--- src/rtl/uart_pkg.sv ---
// Shared definitions for the uart_txrx core: parity and stop-bit encodings,
// config field widths, FSM state enums and small config helpers.
package uart_pkg;

  localparam int DLY_W  = 13;
  localparam int BITS_W = 5;
  localparam int PAR_W  = 2;
  localparam int STOP_W = 2;

  // Parity encodings; the fourth code (3) also means no parity.
  localparam logic [PAR_W-1:0] PAR_NONE = 2'd0;
  localparam logic [PAR_W-1:0] PAR_ODD  = 2'd1;
  localparam logic [PAR_W-1:0] PAR_EVEN = 2'd2;

  // Stop-bit encodings; the fourth code (3) also means two stop bits.
  localparam logic [STOP_W-1:0] STOP_ONE      = 2'd0;
  localparam logic [STOP_W-1:0] STOP_ONE_HALF = 2'd1;
  localparam logic [STOP_W-1:0] STOP_TWO      = 2'd2;

  typedef enum logic [2:0] {
    TX_IDLE, TX_START, TX_DATA, TX_PARITY, TX_STOP
  } tx_state_t;

  typedef enum logic [2:0] {
    RX_IDLE, RX_START, RX_DATA, RX_PARITY, RX_STOP
  } rx_state_t;

  // Out-of-range data bit counts fall back to the full data width.
  function automatic logic [BITS_W-1:0] norm_bits(input logic [BITS_W-1:0] b,
                                                  input logic [BITS_W-1:0] maxb);
    return (b == '0 || b > maxb) ? maxb : b;
  endfunction

  function automatic logic parity_en(input logic [PAR_W-1:0] p);
    return (p == PAR_ODD) || (p == PAR_EVEN);
  endfunction

  // Total stop period in clocks: 1, 1.5 or 2 bit times.
  function automatic logic [DLY_W+1:0] stop_clocks(input logic [DLY_W-1:0] d,
                                                   input logic [STOP_W-1:0] s);
    case (s)
      STOP_ONE:      return {2'b00, d};
      STOP_ONE_HALF: return {2'b00, d} + {3'b000, d[DLY_W-1:1]};
      default:       return {1'b0, d, 1'b0};
    endcase
  endfunction

endpackage

--- src/rtl/uart_txrx_rx.sv ---
// UART receiver half. Synchronises rxpin, detects a start edge, samples bits
// at their centres and pulses ready for one clock at mid first stop bit.
// Ports: clk, rst (async active-high), rxpin, cfg_* (frame config),
// data (LSB-aligned, upper bits 0), ready (1-cycle pulse), error.
module uart_txrx_rx
  import uart_pkg::*;
#(
  parameter int DATA_WIDTH = 8
) (
  input  logic                  clk,
  input  logic                  rst,
  input  logic                  rxpin,
  input  logic [DLY_W-1:0]      cfg_delay,
  input  logic [BITS_W-1:0]     cfg_bits,
  input  logic [PAR_W-1:0]      cfg_par,
  output logic [DATA_WIDTH-1:0] data,
  output logic                  ready,
  output logic                  error
);

  localparam int BW = (DATA_WIDTH > 1) ? $clog2(DATA_WIDTH) : 1;

  rx_state_t             state;
  logic                  s1, s2, prev;
  logic [DATA_WIDTH-1:0] shreg;
  logic [BITS_W-1:0]     nbits;
  logic [BW-1:0]         bitn;
  logic [DLY_W-1:0]      dly, cnt;
  logic [PAR_W-1:0]      par;
  logic                  pbit;

  always_ff @(posedge clk or posedge rst) begin
    if (rst) begin
      s1    <= 1'b1;
      s2    <= 1'b1;
      prev  <= 1'b1;
      state <= RX_IDLE;
      shreg <= '0;
      nbits <= '0;
      bitn  <= '0;
      dly   <= '0;
      cnt   <= '0;
      par   <= '0;
      pbit  <= 1'b0;
      data  <= '0;
      ready <= 1'b0;
      error <= 1'b0;
    end else begin
      s1    <= rxpin;
      s2    <= s1;
      prev  <= s2;
      ready <= 1'b0;
      case (state)
        RX_IDLE: begin
          // Edge-triggered start: after a low stop bit the line must go
          // high again before another frame can begin.
          if (prev && !s2) begin
            dly   <= cfg_delay;
            nbits <= norm_bits(cfg_bits, BITS_W'(DATA_WIDTH));
            par   <= cfg_par;
            shreg <= '0;
            pbit  <= 1'b0;
            cnt   <= {1'b0, cfg_delay[DLY_W-1:1]} - 13'd1;
            state <= RX_START;
          end
        end
        RX_START: begin
          if (cnt == '0) begin
            bitn  <= '0;
            cnt   <= dly - 13'd1;
            state <= s2 ? RX_IDLE : RX_DATA;  // high at mid-start: glitch
          end else cnt <= cnt - 13'd1;
        end
        RX_DATA: begin
          if (cnt == '0) begin
            shreg[bitn] <= s2;
            cnt         <= dly - 13'd1;
            if (bitn == BW'(nbits - 5'd1))
              state <= parity_en(par) ? RX_PARITY : RX_STOP;
            else
              bitn <= bitn + BW'(1);
          end else cnt <= cnt - 13'd1;
        end
        RX_PARITY: begin
          if (cnt == '0) begin
            pbit  <= s2;
            cnt   <= dly - 13'd1;
            state <= RX_STOP;
          end else cnt <= cnt - 13'd1;
        end
        RX_STOP: begin
          if (cnt == '0) begin
            data  <= shreg;
            error <= (parity_en(par) && ((^shreg ^ pbit) != (par == PAR_ODD))) || !s2;
            ready <= 1'b1;
            state <= RX_IDLE;
          end else cnt <= cnt - 13'd1;
        end
        default: state <= RX_IDLE;
      endcase
    end
  end

endmodule

--- src/rtl/uart_txrx_tx.sv ---
// UART transmitter half. Accepts a byte in IDLE when send_tx is high, latches
// data and config for the frame, and shifts start/data/parity/stop onto txpin.
// Ports: clk, rst (async active-high), datain, send_tx, cfg_* (frame config),
// txpin (idle high), ready (high while idle).
// Optional macro UART_TX_SEND_ERROR_EN adds send_error, which inverts the
// parity bit (or the stop bits when parity is off) of the accepted frame.
module uart_txrx_tx
  import uart_pkg::*;
#(
  parameter int DATA_WIDTH = 8
) (
  input  logic                  clk,
  input  logic                  rst,
  input  logic [DATA_WIDTH-1:0] datain,
  input  logic                  send_tx,
`ifdef UART_TX_SEND_ERROR_EN
  input  logic                  send_error,
`endif
  input  logic [DLY_W-1:0]      cfg_delay,
  input  logic [BITS_W-1:0]     cfg_bits,
  input  logic [PAR_W-1:0]      cfg_par,
  input  logic [STOP_W-1:0]     cfg_stop,
  output logic                  txpin,
  output logic                  ready
);

  localparam int BW = (DATA_WIDTH > 1) ? $clog2(DATA_WIDTH) : 1;

  tx_state_t             state;
  logic [DATA_WIDTH-1:0] mask, shreg;
  logic [BITS_W-1:0]     nbits_in, nbits;
  logic [BW-1:0]         bitn;
  logic [DLY_W-1:0]      dly;
  logic [STOP_W-1:0]     stp;
  logic [DLY_W+1:0]      cnt, dly_m1, stop_m1;
  logic                  par_en, par_val, stop_val, inv_in;

`ifdef UART_TX_SEND_ERROR_EN
  assign inv_in = send_error;
`else
  assign inv_in = 1'b0;
`endif

  assign nbits_in = norm_bits(cfg_bits, BITS_W'(DATA_WIDTH));
  assign dly_m1   = {2'b00, dly} - 15'd1;
  assign stop_m1  = stop_clocks(dly, stp) - 15'd1;

  always_comb begin
    mask = '0;
    for (int i = 0; i < DATA_WIDTH; i++) mask[i] = (i < int'(nbits_in));
  end

  always_ff @(posedge clk or posedge rst) begin
    if (rst) begin
      state    <= TX_IDLE;
      txpin    <= 1'b1;
      ready    <= 1'b1;
      shreg    <= '0;
      nbits    <= '0;
      bitn     <= '0;
      dly      <= '0;
      stp      <= '0;
      cnt      <= '0;
      par_en   <= 1'b0;
      par_val  <= 1'b0;
      stop_val <= 1'b1;
    end else begin
      case (state)
        TX_IDLE: begin
          if (send_tx) begin
            shreg   <= datain & mask;
            nbits   <= nbits_in;
            dly     <= cfg_delay;
            stp     <= cfg_stop;
            par_en  <= parity_en(cfg_par);
            // Even parity is the plain XOR of the data; odd flips it.
            par_val <= (^(datain & mask)) ^ (cfg_par == PAR_ODD)
                       ^ (parity_en(cfg_par) & inv_in);
            stop_val <= ~(~parity_en(cfg_par) & inv_in);
            cnt     <= {2'b00, cfg_delay} - 15'd1;
            txpin   <= 1'b0;
            ready   <= 1'b0;
            state   <= TX_START;
          end
        end
        TX_START: begin
          if (cnt == '0) begin
            txpin <= shreg[0];
            shreg <= shreg >> 1;
            bitn  <= '0;
            cnt   <= dly_m1;
            state <= TX_DATA;
          end else cnt <= cnt - 15'd1;
        end
        TX_DATA: begin
          if (cnt == '0) begin
            if (bitn == BW'(nbits - 5'd1)) begin
              if (par_en) begin
                txpin <= par_val;
                cnt   <= dly_m1;
                state <= TX_PARITY;
              end else begin
                txpin <= stop_val;
                cnt   <= stop_m1;
                state <= TX_STOP;
              end
            end else begin
              txpin <= shreg[0];
              shreg <= shreg >> 1;
              bitn  <= bitn + BW'(1);
              cnt   <= dly_m1;
            end
          end else cnt <= cnt - 15'd1;
        end
        TX_PARITY: begin
          if (cnt == '0) begin
            txpin <= stop_val;
            cnt   <= stop_m1;
            state <= TX_STOP;
          end else cnt <= cnt - 15'd1;
        end
        TX_STOP: begin
          if (cnt == '0) begin
            txpin <= 1'b1;
            ready <= 1'b1;
            state <= TX_IDLE;
          end else cnt <= cnt - 15'd1;
        end
        default: begin
          txpin <= 1'b1;
          ready <= 1'b1;
          state <= TX_IDLE;
        end
      endcase
    end
  end

endmodule

--- src/rtl/uart_txrx.sv ---
// Full-duplex UART core: wires the transmitter and receiver halves to the
// shared runtime config.
// Ports: clk, rst (async active-high), uart_txpin/datain/send_tx/uart_tx_ready
// (TX side), uart_rxpin/dataout/uart_rx_ready/uart_rx_error (RX side),
// UART_CONFIG_* (delay per bit, data bits, parity, stop bits).
// Optional macro UART_TX_SEND_ERROR_EN adds input send_error_for_debug.
module uart_txrx
  import uart_pkg::*;
#(
  parameter int DATA_WIDTH = 8
) (
  input  logic                  clk,
  input  logic                  rst,
  output logic                  uart_txpin,
  input  logic [DATA_WIDTH-1:0] datain,
  input  logic                  send_tx,
  output logic                  uart_tx_ready,
  input  logic                  uart_rxpin,
  output logic [DATA_WIDTH-1:0] dataout,
  output logic                  uart_rx_ready,
  output logic                  uart_rx_error,
`ifdef UART_TX_SEND_ERROR_EN
  input  logic                  send_error_for_debug,
`endif
  input  logic [DLY_W-1:0]      UART_CONFIG_DELAY_FRAMES,
  input  logic [BITS_W-1:0]     UART_CONFIG_DATABITS,
  input  logic [PAR_W-1:0]      UART_CONFIG_PARITY,
  input  logic [STOP_W-1:0]     UART_CONFIG_STOPBITS
);

  uart_txrx_tx #(.DATA_WIDTH(DATA_WIDTH)) u_tx (
    .clk       (clk),
    .rst       (rst),
    .datain    (datain),
    .send_tx   (send_tx),
`ifdef UART_TX_SEND_ERROR_EN
    .send_error(send_error_for_debug),
`endif
    .cfg_delay (UART_CONFIG_DELAY_FRAMES),
    .cfg_bits  (UART_CONFIG_DATABITS),
    .cfg_par   (UART_CONFIG_PARITY),
    .cfg_stop  (UART_CONFIG_STOPBITS),
    .txpin     (uart_txpin),
    .ready     (uart_tx_ready)
  );

  uart_txrx_rx #(.DATA_WIDTH(DATA_WIDTH)) u_rx (
    .clk      (clk),
    .rst      (rst),
    .rxpin    (uart_rxpin),
    .cfg_delay(UART_CONFIG_DELAY_FRAMES),
    .cfg_bits (UART_CONFIG_DATABITS),
    .cfg_par  (UART_CONFIG_PARITY),
    .data     (dataout),
    .ready    (uart_rx_ready),
    .error    (uart_rx_error)
  );

endmodule

--- config.mk ---
export PLATFORM = sky130hd
export DESIGN_NAME = uart_txrx
export DESIGN_NICKNAME = d
export VERILOG_FILES = /design/src/rtl/uart_pkg.sv /design/src/rtl/uart_txrx_rx.sv /design/src/rtl/uart_txrx_tx.sv /design/src/rtl/uart_txrx.sv
export SDC_FILE = /design/constraint.sdc
export NUM_CORES = 1
export LEC_CHECK = 0
export ABC_AREA = 1
export CAP_MARGIN = 20
export CORE_MARGIN = 5
export CORE_UTILIZATION = 62
export CTS_CLUSTER_DIAMETER = 150
export DETAILED_ROUTE_END_ITERATION = 12
export PLACE_DENSITY_LB_ADDON = 0.2
export SLEW_MARGIN = 15
export SYNTH_ARGS = -nofsm -noshare
export SYNTH_HDL_FRONTEND = slang
export SYNTH_HIERARCHICAL = 1
export SYNTH_SLANG_ARGS = --single-unit
--- constraint.sdc ---
create_clock -name clk -period 3.2 [get_ports clk]
set_clock_uncertainty 0.05 [all_clocks]
set_input_delay 0.64 -clock clk [delete_from_list [all_inputs] [get_ports clk]]
set_output_delay 0.64 -clock clk [all_outputs]
set_load 0.01 [all_outputs]
* Word level (Yosys, flattened, before mapping)
Index checks and enable logic that the tools add are counted.
Storage, ports and cells: bits in registers 110, latch bits 0, memory bits (writable) 0, ROM bits 0, output and inout port bits 12, memories kept 0
Operators by class: $add $sub $neg 12, $mul 0, divide/modulo/power cells 0, magnitude comparators 11, eq/ne operators 32, shift-type cells 0, mux-type cells 61, bitwise gates (word level) 4, reduce and logical (&&, ||, !) cells 40
Operators by type and width (count):
- 15-bit two-way mux | 7
- 15-bit case mux with 5 select lines | 1
- 3-bit two-way mux | 18
- 8-bit two-way mux | 6
- 13-bit two-way mux | 3
- 13-bit case mux with 3 select lines | 1
- 15-bit case mux with 2 select lines | 1
- 3-bit case mux with 5 select lines | 2
- 15-bit by 1-bit subtractor with 15-bit output (second input constant) | 2
- 13-bit by 1-bit subtractor with 14-bit output (second input constant) | 2
- 13-bit by 1-bit subtractor with 13-bit output (second input constant) | 2
- 8-bit case mux with 3 select lines | 1
- 2-bit by 1-bit != test with 1-bit output (second input constant) | 11
- 3-bit by 5-bit less-than comparator with 1-bit output (first input constant) | 4
- 8-bit case mux with 2 select lines | 1
- 8-bit XOR reduction | 2
- 15-bit logical NOT | 1
- 3-bit AND reduction | 5
- 13-bit by 12-bit adder with 14-bit output | 1
- 13-bit logical NOT | 1
- 12-bit by 1-bit subtractor with 13-bit output (second input constant) | 1
- 3-bit by 2-bit == test with 1-bit output (second input constant) | 4
- 3-bit case mux with 2 select lines | 2
- 6-bit AND reduction | 2
- 39 further kinds | 79

* Depth between registers and ports, before layout
depth after elaboration 7, depth in mapped cells 22, mapped depth without buffers 22

* Hierarchy
Netlist, hierarchy kept.
Modules (own cells, without submodules):
- uart_txrx_tx | instances 1, cells an instance 816, area an instance 5273.8 um2, sequential area each 1278.7 um2
- uart_txrx_rx | instances 1, cells an instance 587, area an instance 3991.3 um2, sequential area each 1480.2 um2

* Worst setup path before layout
No wires, ideal clock.
kind reg-to-reg, start register u_tx.dly[1], end register u_tx.cnt[12], setup time 73 ps, data arrival time 2328 ps, data required time 3077 ps, path slack 749 ps, cell stages (with the launch flop) 17, clock period less this slack 2451 ps, cells stage by stage dfrtp_1 > ha_1 > inv_1 > fa_1 > nand2_1 > nand3_2 > ha_1 > nand3_1 > nor2_2 > nand2_2 > nor2_4 > nand3_4 > o21ai_1 > nand2_1 > o21ai_1 > nand2_1 > a21oi_2
On the way: word-level cells in the longest chain between the ends 7
RTL lines:
- start: declaration | line uart_txrx_tx.sv:33 | logic [DLY_W-1:0] dly;
- start signal: assignment | line uart_txrx_tx.sv:73 | dly <= cfg_delay;
- 13-bit by 12-bit adder with 14-bit output | line uart_pkg.sv:43 | STOP_ONE_HALF: return {2'b00, d} + {3'b000, d[DLY_W-1:1]};
- 15-bit case mux with 2 select lines | line uart_pkg.sv:41 | case (s)
- 15-bit by 1-bit subtractor with 15-bit output | line uart_txrx_tx.sv:46 | assign stop_m1 = stop_clocks(dly, stp) - 15'd1;
- 15-bit two-way mux | line uart_txrx_tx.sv:98 | if (par_en) begin
- 15-bit two-way mux | line uart_txrx_tx.sv:97 | if (bitn == BW'(nbits - 5'd1)) begin
- 15-bit two-way mux | line uart_txrx_tx.sv:96 | if (cnt == '0) begin
- 15-bit case mux with 5 select lines (*) | line uart_txrx_tx.sv:68 | case (state)
- end signal: assignment | line uart_txrx_tx.sv:93 | end else cnt <= cnt - 15'd1;
- end signal: assignment | line uart_txrx_tx.sv:100 | cnt <= dly_m1;
- end signal: assignment | line uart_txrx_tx.sv:104 | cnt <= stop_m1;
- end: declaration | line uart_txrx_tx.sv:35 | logic [DLY_W+1:0] cnt, dly_m1, stop_m1;
Mark *: on every way between the ends. The rest lies on a longest branch, timed or not. A chain may end at the register's enable or synchronous reset.

* Final worst setup path
start register u_tx.dly[2], end register u_tx.cnt[14]
Same word-level chain as after synthesis.

==> results.toml <==
[status]
status = "finished clean"

[die]
fp.dieH_um = 132.2
initial_core_util_pct = 63.51
die_w_um = 132.2
floorplan.rows = 44
coreArea_um2 = 14590
die_area_um2 = 17490
io-pin-count = 46

[cells_and_area]
fin_util_pct = 70.22
layout_commonest_cell = "nand2_1"
seq_area_um2 = 2759
fin_nets = 1524
finalInstanceArea_um2 = 10240
layout_common_cells = "nand2_1, inv_1, nor2_1"
fillerInstances = 1261
multi_input_area_um2 = 5580
diodes = 0
drive_above_1_share_pct = 8.454
area_delta_synth_final_pct = 10.57

[worst_setup_path]
startpoint_type = "flop"
r2r_slack_ns = 0.24
path_max_fanout = 6
worstReg2RegStart = "u_tx/dly[2]"
end_kind = "flop"
reg2reg_depth = 19
critical_path_class = "reg -> reg"
arrival_ns = 3.23
timing.rr.end = "u_tx/cnt[14]"
cp.required_ns = 3.47

[detailed_routing]
via_count = 9518
routed_wl_mm = 25.76
drtIter0Drc = 1050
drc = 0
ant_nets = 0
dr.pass1.iters = 6
vias_per_cell = 5.807
wl_per_cell_um = 15.72

[timing]
hold_ws_ns = 0.3076
tns_ns = 0
period_needed_ns = 2.963
setup_viol = 0
finalCritPeriodShare_pct = 92.60
worstMarginPinSlew_ns = 1.049
slew_violations = 0
rsz0062_at_grt = "false"
max_freq_mhz = 337.5
maxSlewHeadroom_pct = 29.79
hold_viol = 0

[cts]
path_clk_slew_ns = 0.09
clock-sinks = 110
cts.path.max_buffers = 2
clock_latency_ns = 0.37
htreeDepth = 3
cts_buffers = 9
cts_setup_buffers = 0
cts_root_buffer = "clkbuf_16"
cts_hold_buf = 0
tritoncts = "built"

[global_routing]
top_usage_layer = "met2"
use_met3_pct = 4.809
grt_pass1_vias = 8794
grt_max_degree = 60
grt_usage_pct = 28.91
grt_util_met2_pct = 45.65
antenna_found_initial = 0
grt_use_met1_pct = 40.60
overflow = 0
grt_pass1_wl_mm = 42.53

[synth]
syn_nets = 1477
ys_seq_area_share_pct = 29.78
synth.cell_area_um2 = 9265
ys.flop_type = "dfrtp_1"
synth.largest_area_cell = "dfrtp_1"
netlist_instances = 1403
synthArstFlopShare_pct = 100.0
synth_edf_count = 0
synth-seq-cells = 110
ys_warn_count = 6
synth.area.top_cells = "dfrtp_1, nand2_1, inv_1, nand3_1, nor2_1"
syn_area_per_cell_um2 = 6.604
synth.top_cell.area_share_pct = 28.36
yosysUniqueCellTypes = 55

[worst_hold_path]
min_path_cells = 0
hp-start = "u_rx/s1"
hp-class = "reg -> reg"
whs_endpoint = "u_rx/s2"

[power]
p_total_mw = 10.42
p_per_area_nw_per_um2 = 1017
cellLeakagePower_nw = 5.124
vdd_ir_drop_max_uv = 514.9

[placement]
io_buffers = 45
placed_cell_area_um2 = 9933
hpwl_mm = 19.52
gp_congestion = 1.040

[job]
maxCapViolCount = 0
flip-flops by register name, summed over array words and instances (netlist names), 2 cells and up:
name and cells:
u_rx/data 8, u_tx/bitn 3, u_tx/nbits 3, u_tx/dly 13
u_rx/dly 13, u_rx/shreg 8, u_tx/cnt 15, u_rx/nbits 3
u_rx/state 3, u_tx/shreg 8, u_tx/stp 2, u_tx/state 3
u_rx/bitn 3, u_rx/cnt 13, u_rx/par 2
how the worst max path moves through the flow:
stage / from / end / depth (start not counted)
3_3_place_gp: UART_CONFIG_DATABITS[0] / u_tx/par_val / 14
3_5_place_dp: UART_CONFIG_DELAY_FRAMES[1] / u_tx/cnt[12] / 11
4_1_cts: u_tx/dly[2] / u_tx/cnt[8] / 14
2_1_floorplan: u_tx/dly[1] / u_tx/cnt[12] / 16
5_1_grt: u_tx/state[0] / u_tx/state[0] / 7
6_report: u_tx/dly[2] / u_tx/cnt[14] / 19
per-layer routing:
metal,share of wire (%),up-vias
li1,-,4606
met1,44,4413
met2,46,428
met3,7.8,71
met4,2.7,0
met5,0,-
synth_stat cells (3+ instances only):
cell,instances
nand2_2,16
or2_2,5
xor2_1,36
buf_6,4
xnor2_1,15
buf_4,5
clkbuf_1,12
o22ai_1,4
a21oi_1,65
nand3_4,3
buf_2,4
a21boi_1,3
a22oi_1,17
a22oi_2,3
nor2_2,14
inv_1,193
dfstp_2,5
nand3_1,110
nand2_1,389
o21ai_0,89
nand4_1,11
o21ai_1,14
ha_1,39
o211ai_1,10
nor4_1,3
nor2_1,141
o21ai_2,8
nor2_4,7
nand3_2,5
inv_2,12
nand3b_1,4
nor3_1,23
clkinv_1,3
dfrtp_1,105
final cells by class:
| type | instances | share of cell area, % |
|---|---|---|
| Multi-Input combinational cell | 1060 | 54.47 |
| Sequential cell | 110 | 26.93 |
| Inverter | 208 | 7.621 |
| Timing Repair Buffer | 61 | 5.691 |
| Tap cell | 184 | 2.247 |
| Clock buffer | 9 | 2.198 |
| Clock inverter | 7 | 0.8427 |
critical path, cell delays in order (launching register included):
cell and delay (ns):
dfrtp_1 0.49, inv_1 0.16, ha_1 0.41, inv_1 0.10, nand2_1 0.11, nand3_1 0.14
nand2_1 0.10, nand3_1 0.09, nand2_1 0.05, a21oi_1 0.34, nand3_1 0.13, nor2_1 0.21
nand2_1 0.11, nand2_1 0.07, nand2_1 0.05, nand2_1 0.05, nand2_1 0.05, nand3_1 0.07
nand2_1 0.06, inv_1 0.04
cell families (layout without fill, tap and decap cells):
family | Yosys count | in the layout | share of synthesized area [%]
AO/OA/AOI/OAI | 232 | 232 | 14.81
XOR/XNOR | 51 | 51 | 4.821
adder cells (fa/ha/maj) | 40 | 40 | 5.483
buffers and inverters | 233 | 285 | 10.02
flip-flops | 110 | 110 | 29.78
AND/OR/NAND/NOR | 737 | 737 | 35.08
what timing repair did:
action	4_1_cts	5_1_grt
resized for setup	0	1
endpoints found under the hold margin	0	0
endpoints found under the setup margin	0	1
through the flow:
step / std cells / worst slack, ns
floorplan: 1403 / 0.7493
finish: 1639 / 0.2369
global placement: 1623 / 0.3720
detailed placement: 1623 / 0.2686
CTS: 1639 / 0.2618
global route: 1639 / 0.06645
where the power goes:
group,internal (mW),switching [mW],leakage (nW)
clock,0.567,0.623,0.151
sequential,1.96,0.626,1.38
combinational,2.24,4.41,3.60
(Power assumes the default switching activity.)
